### src/rtl/vga_pkg.sv
// vga_pkg: pattern modes, default 640x480@60 timing and a width helper shared by the scanout blocks.
package vga_pkg;
    typedef enum logic [1:0] {MODE_FB, MODE_BARS, MODE_CHECK, MODE_BORDER} mode_e;
    localparam int DEF_H_ACTIVE = 640;
    localparam int DEF_H_FP = 16;
    localparam int DEF_H_SYNC = 96;
    localparam int DEF_H_BP = 48;
    localparam int DEF_V_ACTIVE = 480;
    localparam int DEF_V_FP = 10;
    localparam int DEF_V_SYNC = 2;
    localparam int DEF_V_BP = 33;
    function automatic int clog2(input int v);
        int r;
        r = 0;
        while ((1 << r) < v) r++;
        return r;
    endfunction
endpackage

### src/rtl/vga_timing.sv
// vga_timing: raster counters with sync/active decode and frame boundary flags.
module vga_timing import vga_pkg::*; #(
    parameter int H_ACTIVE = DEF_H_ACTIVE,
    parameter int H_FP = DEF_H_FP,
    parameter int H_SYNC = DEF_H_SYNC,
    parameter int H_BP = DEF_H_BP,
    parameter int V_ACTIVE = DEF_V_ACTIVE,
    parameter int V_FP = DEF_V_FP,
    parameter int V_SYNC = DEF_V_SYNC,
    parameter int V_BP = DEF_V_BP,
    parameter int XW = 10,
    parameter int YW = 10
) (
    input  logic          clk,
    input  logic          rst,
    output logic [XW-1:0] h_cnt,
    output logic [YW-1:0] v_cnt,
    output logic          active,
    output logic          hsync,
    output logic          vsync,
    output logic          frame_last,
    output logic          frame_first
);
    localparam int H_TOTAL = H_ACTIVE + H_FP + H_SYNC + H_BP;
    localparam int V_TOTAL = V_ACTIVE + V_FP + V_SYNC + V_BP;
    logic h_last, v_last, armed;
    assign h_last = int'(h_cnt) == H_TOTAL - 1;
    assign v_last = int'(v_cnt) == V_TOTAL - 1;
    assign active = int'(h_cnt) < H_ACTIVE && int'(v_cnt) < V_ACTIVE;
    assign hsync = int'(h_cnt) >= H_ACTIVE + H_FP && int'(h_cnt) < H_ACTIVE + H_FP + H_SYNC;
    assign vsync = int'(v_cnt) >= V_ACTIVE + V_FP && int'(v_cnt) < V_ACTIVE + V_FP + V_SYNC;
    assign frame_last = h_last && v_last;
    // Only an origin reached by wrapping is a frame start; the origin right after reset is not.
    assign frame_first = armed && h_cnt == '0 && v_cnt == '0;
    always_ff @(posedge clk) begin
        if (rst) begin
            h_cnt <= '0;
            v_cnt <= '0;
            armed <= 1'b0;
        end else begin
            h_cnt <= h_last ? '0 : h_cnt + 1'b1;
            if (h_last) v_cnt <= v_last ? '0 : v_cnt + 1'b1;
            if (frame_last) armed <= 1'b1;
        end
    end
endmodule

### src/rtl/vga_scanout.sv
// vga_scanout: raster scanout with framebuffer fetch alignment, per-frame mode latch and test patterns.
module vga_scanout import vga_pkg::*; #(
    parameter int H_ACTIVE = DEF_H_ACTIVE,
    parameter int H_FP = DEF_H_FP,
    parameter int H_SYNC = DEF_H_SYNC,
    parameter int H_BP = DEF_H_BP,
    parameter int V_ACTIVE = DEF_V_ACTIVE,
    parameter int V_FP = DEF_V_FP,
    parameter int V_SYNC = DEF_V_SYNC,
    parameter int V_BP = DEF_V_BP,
    parameter bit HSYNC_POL = 1'b0,
    parameter bit VSYNC_POL = 1'b0,
    parameter int CH_W = 1,
    parameter int FB_LATENCY = 1,
    localparam int PIX_W = 3 * CH_W,
    localparam int XW = clog2(H_ACTIVE + H_FP + H_SYNC + H_BP),
    localparam int YW = clog2(V_ACTIVE + V_FP + V_SYNC + V_BP)
) (
    input  logic             clk,
    input  logic             rst,
    input  logic [1:0]       mode,
    output logic [XW-1:0]    fb_x,
    output logic [YW-1:0]    fb_y,
    output logic             fb_req,
    input  logic [PIX_W-1:0] fb_pixel,
    output logic [PIX_W-1:0] pixel,
    output logic             hsync_out,
    output logic             vsync_out,
    output logic             de_out,
    output logic             frame_start
);
    typedef struct packed {
        mode_e         mode;
        logic          hs;
        logic          vs;
        logic          act;
        logic          fs;
        logic [XW-1:0] x;
        logic [YW-1:0] y;
    } tap_t;
    localparam int D = FB_LATENCY > 0 ? FB_LATENCY : 1;
    mode_e mode_q;
    logic hs, vs, last, first, border, chk;
    logic [2:0] bar;
    logic [PIX_W-1:0] pat;
    tap_t cur, tap;
    tap_t pipe [D];

    vga_timing #(
        .H_ACTIVE(H_ACTIVE), .H_FP(H_FP), .H_SYNC(H_SYNC), .H_BP(H_BP),
        .V_ACTIVE(V_ACTIVE), .V_FP(V_FP), .V_SYNC(V_SYNC), .V_BP(V_BP),
        .XW(XW), .YW(YW)
    ) u_timing (
        .clk(clk), .rst(rst), .h_cnt(fb_x), .v_cnt(fb_y), .active(fb_req),
        .hsync(hs), .vsync(vs), .frame_last(last), .frame_first(first)
    );

    // Mode travels with each pixel so the previous frame's tail drains in its own mode.
    assign cur = '{mode: mode_q, hs: hs, vs: vs, act: fb_req, fs: first, x: fb_x, y: fb_y};
    assign tap = FB_LATENCY == 0 ? cur : pipe[D-1];

    always_ff @(posedge clk) begin
        if (rst) begin
            mode_q <= MODE_FB;
            for (int i = 0; i < D; i++) pipe[i] <= '0;
        end else begin
            if (last) mode_q <= mode_e'(mode);
            pipe[0] <= cur;
            for (int i = 1; i < D; i++) pipe[i] <= pipe[i-1];
        end
    end

    always_comb begin
        bar = 3'(int'(tap.x) * 8 / H_ACTIVE);
        chk = 1'(tap.x >> 3) ^ 1'(tap.y >> 3);
        border = tap.x == '0 || int'(tap.x) == H_ACTIVE - 1 || tap.y == '0 || int'(tap.y) == V_ACTIVE - 1;
        pat = tap.mode == MODE_BARS ? {{CH_W{bar[2]}}, {CH_W{bar[1]}}, {CH_W{bar[0]}}} :
              tap.mode == MODE_CHECK ? {PIX_W{chk}} :
              tap.mode == MODE_BORDER && border ? {PIX_W{1'b1}} : fb_pixel;
    end

    always_ff @(posedge clk) begin
        if (rst) begin
            pixel <= '0;
            de_out <= 1'b0;
            frame_start <= 1'b0;
            hsync_out <= !HSYNC_POL;
            vsync_out <= !VSYNC_POL;
        end else begin
            pixel <= tap.act ? pat : '0;
            de_out <= tap.act;
            frame_start <= tap.fs;
            hsync_out <= tap.hs ^ !HSYNC_POL;
            vsync_out <= tap.vs ^ !VSYNC_POL;
        end
    end
endmodule

### config.mk
export PLATFORM = sky130hd
export DESIGN_NAME = vga_scanout
export DESIGN_NICKNAME = d
export VERILOG_FILES = /design/src/rtl/vga_pkg.sv /design/src/rtl/vga_timing.sv /design/src/rtl/vga_scanout.sv
export SDC_FILE = /design/constraint.sdc
export NUM_CORES = 1
export LEC_CHECK = 0
export ABC_AREA = 0
export CORE_MARGIN = 1.5
export CORE_UTILIZATION = 30
export DETAILED_ROUTE_END_ITERATION = 7
export DONT_BUFFER_PORTS = 1
export GPL_TIMING_DRIVEN = 0
export SYNTH_ARGS = -nofsm -noshare
export SYNTH_HDL_FRONTEND = slang
export SYNTH_SLANG_ARGS = --single-unit
### constraint.sdc
create_clock -name clk -period 8.32 [get_ports clk]
set_clock_uncertainty 0.15 [all_clocks]
set_input_delay 0.416 -clock clk [delete_from_list [all_inputs] [get_ports clk]]
set_output_delay 0.416 -clock clk [all_outputs]
set_load 0.01 [all_outputs]
==> results of run 1 <==
## power by group through the flow
stage	Clock (mW)	Combinational [mW]	Sequential (mW)
2_1_floorplan	0	0.0106	0.280
3_3_place_gp	0	0.0136	0.281
3_5_place_dp	0	0.0138	0.281
4_1_cts	0.185	0.0138	0.275
5_1_grt	0.195	0.0155	0.276
6_report	0.180	0.0136	0.275
## critical path, stage by stage, from the launching register on
cell and delay, ns:
dfxtp_1 0.34, buf_6 0.14, nor2_2 0.25, inv_1 0.14
ha_1 0.41, nand2b_1 0.22, o21ai_2 0.25, nand2_1 0.17
or4_1 0.52, nand4b_1 0.12, a221oi_2 0.07, o211a_1 0.24
## area by class of cell
class	count	area, µm²	share of cell area (%)
well taps	129	161.4	5.148
clock inverters	2	38.79	1.237
clock buffers	6	72.57	2.314
multi-input cells	246	1602	51.08
plain buffers	18	91.34	2.913
flip-flops and latches	56	1121	35.75
inverters	13	48.80	1.556
## routing by layer
layer | track usage, % | routed length (µm) | up-vias
li1 | - | - | 1199
met1 | 16.91 | 3025 | 1146
met2 | 23.08 | 3253 | 80
met3 | 4.022 | 485 | 13
met4 | 4.117 | 97 | 0
met5 | 0 | 0 | -
## how the worst min path moves through the flow
stage / end / cells past startpoint / start / slack [ns]
floorplan: hsync_out$_SDFF_PP1_ / 1 / pipe[0][23]$_SDFF_PP0_ / 0.21
global placement: hsync_out$_SDFF_PP1_ / 1 / pipe[0][23]$_SDFF_PP0_ / 0.21
detailed placement: hsync_out$_SDFF_PP1_ / 1 / pipe[0][23]$_SDFF_PP0_ / 0.22
CTS: mode_q[1]$_SDFFE_PP0P_ / 2 / mode[1] / 0.11
global route: mode_q[1]$_SDFFE_PP0P_ / 2 / mode[1] / 0.11
finish: mode_q[1]$_SDFFE_PP0P_ / 2 / mode[1] / 0.11
## registers in the layout (all words and copies together) (netlist names)
name	cells
u_timing.h_cnt	10
u_timing.v_cnt	10
pipe	26
u_timing.armed	1
pixel	3
hsync_out	1
vsync_out	1
mode_q	2
de_out	1
frame_start	1
## layout by cell type, fill, tap and decap left out, types with 5 or more instances in the layout
master	count
inv_1	11
nor4_1	5
nand3_1	12
xor2_1	10
o21ai_0	16
ha_1	6
nand2b_1	5
clkbuf_8	5
nor3_1	7
nor2_1	41
xnor2_1	7
nand4_1	9
clkbuf_1	9
buf_2	7
nor2b_1	21
dfxtp_1	56
a21oi_1	12
and3_1	8
nand2_1	18
## kinds of logic after synthesis
group           Yosys count  synth area share [%]
compound gates           67                 17.44
fa+ha+maj                 6                 2.622
simple gates            153                 29.63
xor+xnor                 17                 5.201
flops                    56                 39.16
mux                       3                 1.049
buf+inv                  31                 4.895
## per-stage QoR
stage	hold slack [ns]	utilization, %	instance area (µm²)
finish	0.1103	33.93	3136
global route	0.1096	33.93	3136
CTS	0.1052	33.93	3136
detailed placement	0.2165	32.73	3024
global placement	0.2109	32.73	3024
floorplan	0.2059	-	2863
==> run_results.csv, run 1 <==
group,metric,value,unit
logic_synthesis,ys_warn_count,0,
timing,finalMaxSlewViolations,0,
global_route,grt_max_degree,18,
cells_and_area,n_fill_cell,986,
die,num_rows,35,
clock_network,cts_tree,"done",
worst_hold_path,hold_class,"in -> reg",
clock_network,htree_levels,2,
logic_synthesis,ys_seq_area_share,39.16,%
pwr,leakagePower,1.097,nW
critical_path,worstSetupPathType,"reg -> reg",
cells_and_area,areaGrowthSynthToFinish,9.528,%
timing,rsz0062_at_grt,"false",
critical_path,r2r_cells,11,
drt,post_drt_wl_per_cell,14.60,µm
logic_synthesis,avgSynthCellArea,8.597,µm²
pwr,clock_power_share,38.4,%
placement,pre_cts_slack,5.279,ns
clock_network,cts_resized,0,
critical_path,r2r-end,"pixel[0]$_SDFF_PP0_",
outcome,outcome,"completed",
logic_synthesis,synth-seq-cells,56,
drt,vias_per_cell,5.187,
die,die_h,100.7,µm
critical_path,rrSetupSlack,5.21,ns
die,dieArea,10140,µm²
global_route,grt_use_total,13.71,%
die,die_w,100.7,µm
clock_network,cts_buffer_depth,2,
critical_path,cp-start-kind,"register",
pwr,combPwrFrac,2.9,%
cells_and_area,diodes,0,
flow_run,cap_violations,0,
logic_synthesis,synth_top_area_share,39.16,%
die,io-pin-count,35,
clock_network,cts_root_buf,"clkbuf_8",
drt,vias,2438,
logic_synthesis,synth_top_flop_cell,"dfxtp_1",
placement,dp_hpwl,5.094,mm
drt,first_pass_iters,4,
critical_path,crit_path_start,"pipe[0][17]$_SDFF_PP0_",
critical_path,worstSetupEndpointType,"register",
drt,drt_iter0_drc,98,
drt,drc,0,
pwr,swShare,21.61,%
logic_synthesis,syn_inst,333,
pwr,switchingPower,0.1012,mW
drt,ant_nets,0,
clock_network,ctsHoldBuffers,0,
global_route,grt_antenna_before_repair,0,
placement,dpl.cell_count,462,
logic_synthesis,syn_nets,346,
global_route,grt_first_pass_wirelength,11.02,mm
timing,finalSetupViolCount,0,
pwr,finalPower,0.4685,mW
logic_synthesis,synth.area.top_cells,"dfxtp_1 39%, nor2_1 5.4%, nor2b_1 4.6%",
logic_synthesis,netlist_area,2863,µm²
logic_synthesis,synth_common_cells,"56 x dfxtp_1, 41 x nor2_1, 21 x nor2b_1",
pwr,p_seq_share,58.7,%
clock_network,cts_setup_buffers,0,
critical_path,crit_fanout,10,
timing,hold_viol,0,
cells_and_area,finalNetCount,353,
pwr,p_int,0.3673,mW
timing,worst_pin_slew,0.6137,ns
pwr,power_density,149.4,nW/µm²
die,start_util,30.98,%
timing,setup_slack,5.211,ns
pwr,peakVddDrop,0.06120,mV
timing,fin_crit,3.109,ns
timing,slew_headroom,59.09,%
critical_path,crit_arrival,3.16,ns
global_route,grt_pass1_vias,2257,
timing,fmax,321.6,MHz
clock_network,cts.clk_slew.worst_paths,0.10,ns
placement,gp_congestion,0.8381,
clock_network,clk_latency,0.31,ns
critical_path,reg2reg_from,"pipe[0][17]$_SDFF_PP0_",
global_route,overflow,0,
cells_and_area,layoutNonFillerInstCount,470,
logic_synthesis,synth-edff-count,0,
logic_synthesis,ys_async_sr_fraction,0,%
critical_path,worstPathRequired,8.37,ns
clock_network,clock_sinks,56,
drt,wl,6.862,mm
logic_synthesis,ys_types,67,
logic_synthesis,yosysMostFrequentCell,"dfxtp_1",
timing,fin_crit_sh,37.37,%
die,core_area,9240,µm²
timing,setup_tns,0,ns
cells_and_area,drive_above_1_share,11.14,%
clock_network,numCtsBuffers,5,
logic_synthesis,synth_top_area_cell,"dfxtp_1",
placement,port_buffers,0,
critical_path,crit_path_end,"pixel[0]$_SDFF_PP0_",
Note: power is estimated with default switching activity, not from simulation.
==> run 2: changes to the inputs <==
Clock period 8.32 ns to 3.2 ns, I/O delays scaled along.
==> run 2 against run 1 <==
Global-route usage increased by 0.088 points. Utilization increased by 0.38 points. Routed wire length about the same. Critical path type unchanged.
==> run_results.csv, run 2 (synthesis results as in run 1) <==
group,metric,value,unit
critical_path,path_cells,"buf_6 -> nor2_4 -> inv_1 -> ha_1 -> nand4bb_1 -> o22ai_1 -> a311oi_1 -> o41ai_4 -> and2b_1 -> o211ai_1 -> o211a_1",
clock_network,cts_root_buf,"clkbuf_8",
global_route,grt_antenna_before_repair,0,
cells_and_area,n_fill_cell,987,
pwr,leakagePower,1.112,nW
cells_and_area,diodes,0,
cells_and_area,finalNetCount,356,
timing,fin_crit,2.997,ns
outcome,outcome,"completed",
critical_path,worstSetupPathType,"reg -> reg",
timing,finalMaxSlewViolations,0,
drt,wl,6.860,mm
worst_hold_path,hold_class,"in -> reg",
timing,setup_tns,0,ns
clock_network,clk_latency,0.31,ns
critical_path,crit_arrival,3.05,ns
cells_and_area,largest_register_ff_count,26,
clock_network,cts_setup_buffers,0,
die,start_util,30.98,%
die,io-pin-count,35,
critical_path,crit_fanout,10,
timing,fmax,333.6,MHz
critical_path,path_buf_inv,2,
die,core_area,9240,µm²
timing,finalSetupViolCount,0,
cells_and_area,reg_top3,"pipe (26), u_timing.h_cnt (10), u_timing.v_cnt (10)",
clock_network,cts_tree,"done",
clock_network,clock_sinks,56,
critical_path,worstSetupEndpointType,"register",
cells_and_area,drive_above_1_share,11.05,%
die,num_rows,35,
timing,worst_pin_slew,0.6390,ns
global_route,grt_pass1_vias,2284,
cells_and_area,layout_commonest_cell,"dfxtp_1",
clock_network,numCtsBuffers,5,
drt,post_drt_wl_per_cell,14.50,µm
clock_network,cts.clk_slew.worst_paths,0.10,ns
global_route,grt_first_pass_wirelength,11.10,mm
placement,pre_cts_slack,0.1586,ns
drt,vias,2423,
placement,gp_congestion,0.8381,
placement,port_buffers,0,
critical_path,worstPathRequired,3.25,ns
timing,setup_slack,0.2026,ns
die,die_h,100.7,µm
cells_and_area,regMostFlops,"pipe",
timing,fin_crit_sh,93.67,%
clock_network,cts_buffer_depth,2,
timing,slew_headroom,57.40,%
placement,place_area,3024,µm²
drt,ant_nets,0,
drt,drc,0,
critical_path,cp_slowest_cell,"a311oi_1",
cells_and_area,final_cell_mix,"56 x dfxtp_1, 41 x nor2_1, 21 x nor2b_1, 18 x nand2_1, 16 x o21ai_0",
pwr,power_density,384.6,nW/µm²
global_route,overflow,0,
drt,drt_iter0_drc,97,
global_route,grt_max_degree,18,
cells_and_area,stdcell_area,3171,µm²
drt,first_pass_iters,4,
critical_path,cp-start-kind,"register",
critical_path,critPathMaxStageDelay,0.47,ns
drt,vias_per_cell,5.123,
flow_run,cap_violations,0,
timing,rsz0062_at_grt,"false",
placement,dp_hpwl,5.094,mm
timing,holdWs,0.01032,ns
die,dieArea,10140,µm²
timing,hold_viol,0,
pwr,peakVddDrop,0.1595,mV
clock_network,htree_levels,2,
cells_and_area,areaGrowthSynthToFinish,10.75,%
critical_path,critPathTopFamily,"compound AO/OA/AOI/OAI gates",
die,die_w,100.7,µm
global_route,grt_use_total,13.80,%
-- run 2: cell count changes in the layout (fill, tap and decap cells not counted) --
cell	before	now
nor2_4	1	2
dlygate4sd3_1	0	3
nor2_2	1	0
-- run 2: repair_timing --
item	4_1_cts	5_1_grt
gates resized for setup	0	1
endpoints found under the hold margin	3	0
hold buffers	3	0
setup endpoints to repair	0	1
-- run 2: power breakdown --
part	internal (mW)	switching [mW]	total (mW)	leakage [nW]
Clock	0.237	0.229	0.466	0.0558
Sequential	0.705	0.0103	0.715	0.453
Combinational	0.0158	0.0225	0.0384	0.603
-- run 2: worst paths after layout --
check,from,to,slack (ns),cells after the start
worst min register to register,pipe[0][23]$_SDFF_PP0_,hsync_out$_SDFF_PP1_,0.24,1
worst max register to register,pipe[0][17]$_SDFF_PP0_,pixel[0]$_SDFF_PP0_,0.20,11
worst max-delay path,pipe[0][17]$_SDFF_PP0_,pixel[0]$_SDFF_PP0_,0.20,11
worst min-delay path,fb_pixel[2],pixel[2]$_SDFF_PP0_,0.01,3
-- run 2: per-layer routing --
layer | global-route usage (%) | wire (µm) | vias to the layer above
li1 | - | - | 1203
met1 | 17.04 | 3083 | 1137
met2 | 23.23 | 3245 | 72
met3 | 4.022 | 442 | 11
met4 | 4.117 | 89 | 0
met5 | 0 | 0 | -
-- run 2: worst min-delay path, stage by stage --
cell     delay [ns]
o21ai_0        0.05
o21ai_1        0.10
and2_1         0.12
-- run 2: area by class of cell --
class / instances / area, µm² / area share [%]
Buffer: 18 / 91.34 / 2.881
Sequential cell: 56 / 1121 / 35.36
Tap cell: 129 / 161.4 / 5.091
Timing Repair Buffer: 3 / 30.03 / 0.9471
Inverter: 13 / 48.80 / 1.539
Clock buffer: 6 / 72.57 / 2.289
Clock inverter: 2 / 38.79 / 1.223
Multi-Input combinational cell: 246 / 1607 / 50.67
-- run 2: through the flow --
stage,power (mW),util [%],std cells
final,1.219,34.31,473
after floorplan,0.7563,-,333
after CTS,1.234,34.26,473
after global placement,0.7664,32.73,462
after global routing,1.268,34.31,473
after detailed placement,0.7673,32.73,462
